===== config.mk =====
export PLATFORM = sky130hd
export DESIGN_NAME = carbonz480_sigport
export DESIGN_NICKNAME = d
export VERILOG_FILES = /design/src/rtl/carbon_arch_pkg.sv /design/src/rtl/carbon_sigport_keyfsm.sv /design/src/rtl/carbonz480_sigport.sv
export SDC_FILE = /design/constraint.sdc
export NUM_CORES = 1
export LEC_CHECK = 0
export CAP_MARGIN = 20
export CORE_MARGIN = 4
export CORE_UTILIZATION = 50
export DETAILED_ROUTE_END_ITERATION = 16
export HOLD_SLACK_MARGIN = 0.06
export PLACE_DENSITY = 0.83
export SYNTH_ARGS = -nofsm -noshare
export SYNTH_HDL_FRONTEND = slang
export SYNTH_SLANG_ARGS = --single-unit

===== constraint.sdc =====
create_clock -name clk -period 2.38 [get_ports clk]
set_input_delay 0.357 -clock clk [delete_from_list [all_inputs] [get_ports clk]]
set_output_delay 0.357 -clock clk [all_outputs]
set_load 0.03 [all_outputs]

===== src/rtl/carbon_arch_pkg.sv =====
// carbon_arch_pkg
// Shared constants and state encodings for the CarbonZ480 sim-control port:
//   - register offsets inside the sigport window
//   - default base port and power-off arming key
//   - bus handshake and power-off key FSM state enums
package carbon_arch_pkg;

  localparam logic [7:0] CARBON_SIGPORT_BASE     = 8'hF0;
  localparam logic [7:0] CARBON_SIGPORT_KEY      = 8'hA5;

  localparam logic [1:0] CARBON_SIGPORT_OFF_DATA = 2'd0;
  localparam logic [1:0] CARBON_SIGPORT_OFF_CTRL = 2'd1;
  localparam logic [1:0] CARBON_SIGPORT_OFF_PWR  = 2'd2;
  localparam logic [1:0] CARBON_SIGPORT_OFF_STAT = 2'd3;

  typedef enum logic [1:0] {
    BUS_IDLE = 2'd0,
    BUS_WAIT = 2'd1,
    BUS_RESP = 2'd2
  } bus_state_e;

  typedef enum logic [1:0] {
    KEY_DISARMED = 2'd0,
    KEY_ARMED    = 2'd1,
    KEY_OFF      = 2'd2
  } key_state_e;

endpackage


===== src/rtl/carbon_sigport_keyfsm.sv =====
// carbon_sigport_keyfsm
// Keyed two-write power-off sequencer.
//   state    | meaning
//   DISARMED | waiting for the arming key
//   ARMED    | key seen; next write of 8'h00 powers off, anything else disarms
//   OFF      | power-off requested; terminal until reset
// Ports:
//   clk, rst_n   clock, async active-low reset
//   wr_stb       one-cycle strobe: committed write to the POWEROFF register
//   wr_data      data of that write
//   armed        state is ARMED
//   poweroff     state is OFF (sticky)
module carbon_sigport_keyfsm
  import carbon_arch_pkg::*;
#(
  parameter logic [7:0] POWEROFF_KEY = CARBON_SIGPORT_KEY
) (
  input  logic       clk,
  input  logic       rst_n,
  input  logic       wr_stb,
  input  logic [7:0] wr_data,
  output logic       armed,
  output logic       poweroff
);

  key_state_e state, state_nxt;

  always_ff @(posedge clk or negedge rst_n) begin
    if (!rst_n) state <= KEY_DISARMED;
    else        state <= state_nxt;
  end

  always_comb begin
    state_nxt = state;
    if (wr_stb) begin
      case (state)
        KEY_DISARMED: if (wr_data == POWEROFF_KEY) state_nxt = KEY_ARMED;
        KEY_ARMED:    state_nxt = (wr_data == 8'h00) ? KEY_OFF : KEY_DISARMED;
        KEY_OFF:      state_nxt = KEY_OFF;
        default:      state_nxt = KEY_DISARMED;
      endcase
    end
  end

  always_comb begin
    armed    = (state == KEY_ARMED);
    poweroff = (state == KEY_OFF);
  end

endmodule


===== src/rtl/carbonz480_sigport.sv =====
// carbonz480_sigport
// Simulation-control I/O peripheral: ASCII signature accumulator plus a keyed
// power-off request, behind a fixed-latency valid/ready bus slave.
//   state | meaning
//   IDLE  | ready for a request; accepts in-window requests
//   WAIT  | wait states, counted down from WAIT_CYCLES-1
//   RESP  | rsp_valid pulse; register side effects committed on entry
// Ports:
//   clk, rst_n                 clock, async active-low reset
//   req_valid/ready            request handshake (ready only in IDLE)
//   req_write/addr/wdata       request command
//   hit                        combinational: req_addr inside the 4-port window
//   rsp_valid/rsp_rdata        one-cycle completion pulse and read data
//   signature, poweroff        system outputs
// Build option CARBON_SIGPORT_READBACK_EN: when defined, reads return register
// contents; otherwise every read returns 8'hFF.
module carbonz480_sigport
  import carbon_arch_pkg::*;
#(
  parameter logic [7:0]  BASE_PORT    = CARBON_SIGPORT_BASE,
  parameter int unsigned WAIT_CYCLES  = 1,
  parameter logic [7:0]  POWEROFF_KEY = CARBON_SIGPORT_KEY
) (
  input  logic        clk,
  input  logic        rst_n,
  input  logic        req_valid,
  output logic        req_ready,
  input  logic        req_write,
  input  logic [7:0]  req_addr,
  input  logic [7:0]  req_wdata,
  output logic        hit,
  output logic        rsp_valid,
  output logic [7:0]  rsp_rdata,
  output logic [31:0] signature,
  output logic        poweroff
);

  bus_state_e bus_state, bus_nxt;
  logic [7:0] req_delta;
  logic [1:0] req_off;
  logic [3:0] wait_cnt;
  logic       accept, commit;
  logic       lat_write, cmd_write;
  logic [1:0] lat_off, cmd_off;
  logic [7:0] lat_wdata, cmd_wdata;
  logic [1:0] idx;
  logic       armed;
  logic       key_stb;
  logic [7:0] rd_data;

  assign req_delta = req_addr - BASE_PORT;
  assign hit       = (req_addr >= BASE_PORT) && (req_delta[7:2] == 6'd0);
  assign req_off   = req_delta[1:0];
  assign accept    = req_valid && req_ready && hit;

  always_ff @(posedge clk or negedge rst_n) begin
    if (!rst_n) bus_state <= BUS_IDLE;
    else        bus_state <= bus_nxt;
  end

  always_comb begin
    bus_nxt = bus_state;
    case (bus_state)
      BUS_IDLE: if (accept) bus_nxt = (WAIT_CYCLES == 0) ? BUS_RESP : BUS_WAIT;
      BUS_WAIT: if (wait_cnt == 4'd0) bus_nxt = BUS_RESP;
      BUS_RESP: bus_nxt = BUS_IDLE;
      default:  bus_nxt = BUS_IDLE;
    endcase
  end

  always_comb begin
    req_ready = (bus_state == BUS_IDLE);
    rsp_valid = (bus_state == BUS_RESP);
  end

  always_ff @(posedge clk or negedge rst_n) begin
    if (!rst_n) begin
      wait_cnt  <= 4'd0;
      lat_write <= 1'b0;
      lat_off   <= 2'd0;
      lat_wdata <= 8'h00;
    end else if (accept) begin
      wait_cnt  <= 4'(WAIT_CYCLES - 1);
      lat_write <= req_write;
      lat_off   <= req_off;
      lat_wdata <= req_wdata;
    end else if (bus_state == BUS_WAIT && wait_cnt != 4'd0) begin
      wait_cnt  <= wait_cnt - 4'd1;
    end
  end

  // Side effects commit on the edge entering RESP. With no wait states that
  // edge is also the accept edge, so the command comes straight off the bus.
  assign commit    = (bus_nxt == BUS_RESP) && (bus_state != BUS_RESP);
  assign cmd_write = (bus_state == BUS_IDLE) ? req_write : lat_write;
  assign cmd_off   = (bus_state == BUS_IDLE) ? req_off   : lat_off;
  assign cmd_wdata = (bus_state == BUS_IDLE) ? req_wdata : lat_wdata;

`ifdef CARBON_SIGPORT_READBACK_EN
  always_comb begin
    rd_data = 8'h00;
    case (cmd_off)
      CARBON_SIGPORT_OFF_DATA: rd_data = signature[{idx, 3'b000} +: 8];
      CARBON_SIGPORT_OFF_STAT: rd_data = {4'b0000, idx, armed, poweroff};
      default:                 rd_data = 8'h00;
    endcase
  end
`else
  logic armed_unused;
  assign armed_unused = armed;
  assign rd_data      = 8'hFF;
`endif

  always_ff @(posedge clk or negedge rst_n) begin
    if (!rst_n) begin
      signature <= 32'h0;
      idx       <= 2'd0;
      rsp_rdata <= 8'h00;
    end else begin
      rsp_rdata <= 8'h00;
      if (commit) begin
        if (!cmd_write) begin
          rsp_rdata <= rd_data;
        end else if (!poweroff) begin
          case (cmd_off)
            CARBON_SIGPORT_OFF_DATA: begin
              signature[{idx, 3'b000} +: 8] <= cmd_wdata;
              idx <= idx + 2'd1;
            end
            CARBON_SIGPORT_OFF_CTRL: begin
              if (cmd_wdata[0]) begin
                signature <= 32'h0;
                idx       <= 2'd0;
              end
            end
            default: ;
          endcase
        end
      end
    end
  end

  assign key_stb = commit && cmd_write && (cmd_off == CARBON_SIGPORT_OFF_PWR);

  carbon_sigport_keyfsm #(
    .POWEROFF_KEY (POWEROFF_KEY)
  ) u_keyfsm (
    .clk      (clk),
    .rst_n    (rst_n),
    .wr_stb   (key_stb),
    .wr_data  (cmd_wdata),
    .armed    (armed),
    .poweroff (poweroff)
  );

endmodule


==> parameters.txt <==
Parameter                              Value

Synthesis
  Post-synth design cell area    0.00276 mm2
  Top cells by instance count after synthesis    54 x sky130_fd_sc_hd__dfrtp_1, 43 x sky130_fd_sc_hd__mux2_2, 43 x sky130_fd_sc_hd__nor2_1, 10 x sky130_fd_sc_hd__mux2i_1
  Register area share after synthesis    49.0%
  Synth area leader    sky130_fd_sc_hd__dfrtp_1
  Cell with the most instances after synthesis    sky130_fd_sc_hd__dfrtp_1
  Most used flip-flop cell after synthesis    sky130_fd_sc_hd__dfrtp_1
  Number of synthesized register bits    54
  Count of distinct cell types in the synthesized netlist    41
  Portion of synthesized cell area occupied by the leading cell type    49.0%
  Share of synthesized flip-flops with an asynchronous set or reset    100%
  Yosys warns    0
  Area contributors post-synth    sky130_fd_sc_hd__dfrtp_1 49%, sky130_fd_sc_hd__mux2_2 18%, sky130_fd_sc_hd__nor2_1 5.8%
  Post-Synthesis Mean Instance Area    11.7 um2
  Number of instances in the synthesized netlist    236
  Number of enable-type register cells in the synthesized netlist    0
  Total nets after synthesis    262

Global route
  Total grt overflow    0
  Largest net degree at the start of global routing    31
  First-pass GRT wire length    10700 um
  Total global-route track usage    20.8%
  Number of global-route vias before repair    2174
  Antenna violations before repair    0

Floorplanning
  Core Box Area    0.00524 mm2
  Chip width    82.3 um
  Starting utilization of the core area    52.7%
  Die H    82.3 um
  Die outline area    0.00677 mm2
  Ports placed on the boundary    64
  Number of placement rows    26

Cells and area
  Area of combinational cells with multiple inputs    0.00129 mm2
  Number of diodes added for antenna fixing    0
  Non-Filler Instances    376
  Final core utilization    68.5%
  Number of nets in the finished design    331
  Sequential cell area    0.00135 mm2
  Count of filler cells inserted in the layout    409
  Area delta synth->final    30.1%
  Fraction of layout instances using a drive strength above 1    24.8%

Timing
  Count of endpoints failing setup in the final report    0
  Peak clock frequency supported by timing    433 MHz
  RSZ-0062 raised after global routing    yes
  Final number of max-transition violations    0
  Skew final    8.60 ps
  Normalized max-slew margin    52.2%
  Final Critical Period    2310 ps
  Post-route fraction of the period consumed by the critical path    97.0%
  Final number of hold-violating endpoints    0
  Hold WS    37.8 ps
  Slew at the pin with the worst max-slew slack    717 ps

CTS
  Worst skew pair latency    300 ps
  Total clock buffers created by CTS    5
  Root Driver    sky130_fd_sc_hd__clkbuf_8
  Total number of H-tree levels    2
  Count of clock tree sinks    54
  Largest buffer count on any clock path    2
  Clock slew at the register clock pins of the worst setup and hold paths    100 ps
  CTS tree    built
  Cts hold-fix bufs    0
  Post-CTS Setup Inserts    0

Detailed routing
  Total number of vias    2065
  Total DRC errors in the routed layout    0
  Routed len/inst    16.8 um
  Total length of routed wires    6320 um
  Drt via density    5.49
  Violation count after the first detailed-routing iteration    120
  Routed Antenna Nets    0
  Initial DRT Pass Iterations    4

Place
  Number of cells in the design after placement    368
  Routability congestion estimate from global placement    0.788
  Placed wire-length estimate after detailed placement    4750 um
  Quantity of I/O buffers inserted on ports    63

Setup path
  Signal arrival time at the worst endpoint    2500 ps
  Critical path type    flip-flop to flip-flop
  Buffers and inverters on the worst path    1
  Crit start category    flip-flop
  Critical-path maximum fanout    10
  Sequence of cells on the critical path    or2_1 > inv_2 > mux2i_2 > o2111ai_2 > mux2_2
  Critical-path cell with the highest stage delay    sky130_fd_sc_hd__dfrtp_1
  Required time reported for the critical path endpoint    2570 ps
  Crit. End Element    flip-flop
  Family of cells with the greatest summed delay on the critical path    multiplexers
  Largest stage delay, worst path    450 ps

Run
  Number of maximum-capacitance violations    0

Worst hold path
  Min-Delay Path Class    input pin to asynchronous set/reset pin

Power
  Peak ir drop on the vdd network    0.572 mV
  Lkg Pwr    0.00168 uW
  Overall Power    2320 uW
  Power density over the cells    645 mW/mm2

Outcome
  Outcome    complete, no violations
## metrics by stage
step | TNS [ps] | worst slack [ps] | instance area (um2)
6_report | 0 | 72.2 | 3590
5_1_grt | -243 | -38.0 | 3590
4_1_cts | 0 | 95.7 | 3590
3_5_place_dp | 0 | 22.4 | 3490
3_3_place_gp | 0 | 56.4 | 3490
2_1_floorplan | 0 | 178 | 2760
## worst paths after layout
| path | slack (ps) | cells after the start | from | end |
|---|---|---|---|---|
| worst max-delay path | 70 | 5 | bus_state[1]$_DFF_PN0_ | signature[20]$_DFFE_PN0P_ |
| worst min-delay path | 40 | 1 | rst_n | rsp_rdata[6]$_DFF_PN0_ |
| worst max register to register | 70 | 5 | bus_state[1]$_DFF_PN0_ | signature[20]$_DFFE_PN0P_ |
| worst min register to register | 490 | 1 | lat_write$_DFFE_PN0P_ | rsp_rdata[6]$_DFF_PN0_ |
| max in group asynchronous | 1780 | 2 | rst_n | signature[0]$_DFFE_PN0P_ |
| min in group clk | 490 | 1 | lat_write$_DFFE_PN0P_ | rsp_rdata[6]$_DFF_PN0_ |
## state kept, by name (all words and copies together), names as in the netlist
signal / flops
lat_wdata: 8
u_keyfsm.state: 2
lat_off: 2
signature: 32
wait_cnt: 4
rsp_rdata: 1
idx: 2
bus_state: 2
lat_write: 1
## per-layer routing
metal	up-vias	wire length [um]	global-route usage [%]
met4	0	93	6.64
met5	-	0	0
met3	8	322	4.23
met2	63	3220	34.4
met1	1021	2690	27.3
li1	973	-	-
## placed cells by master, fill, tap and decap left out, types with 4 or more instances in the layout
master and count:
sky130_fd_sc_hd__nand3_1 5, sky130_fd_sc_hd__clkbuf_8 6, sky130_fd_sc_hd__buf_4 12, sky130_fd_sc_hd__o2111ai_2 4
sky130_fd_sc_hd__mux2i_1 10, sky130_fd_sc_hd__clkdlybuf4s50_1 61, sky130_fd_sc_hd__inv_1 8, sky130_fd_sc_hd__dfrtp_1 54
sky130_fd_sc_hd__ha_1 6, sky130_fd_sc_hd__nor2_1 43, sky130_fd_sc_hd__mux2_2 43
## where the power goes
| part | switching (uW) | internal (uW) |
|---|---|---|
| logic | 411 | 290 |
| registers | 81.2 | 993 |
| clock network | 300 | 241 |
| total | 792 | 1520 |
## layout make-up
class	count	area share, %
clock inverters	1	0.244
clock buffers	7	2.41
well taps	70	2.44
multi-input cells	159	35.9
flip-flops and latches	54	37.6
repair buffers	76	20.5
inverters	9	0.941
## what timing repair did
action	4_1_cts	5_1_grt
hold endpoints to repair	0	0
gates resized for setup	1	1
setup endpoints to repair	1	21
gates cloned	0	0
## kinds of logic after synthesis
group	synth area share [%]
compound gates	7.66
xor+xnor	0.952
fa+ha+maj	2.72
buf+inv	4.44
flops	49.0
mux	21.7
simple gates	13.6
Note: power is estimated with default switching activity, not from simulation.
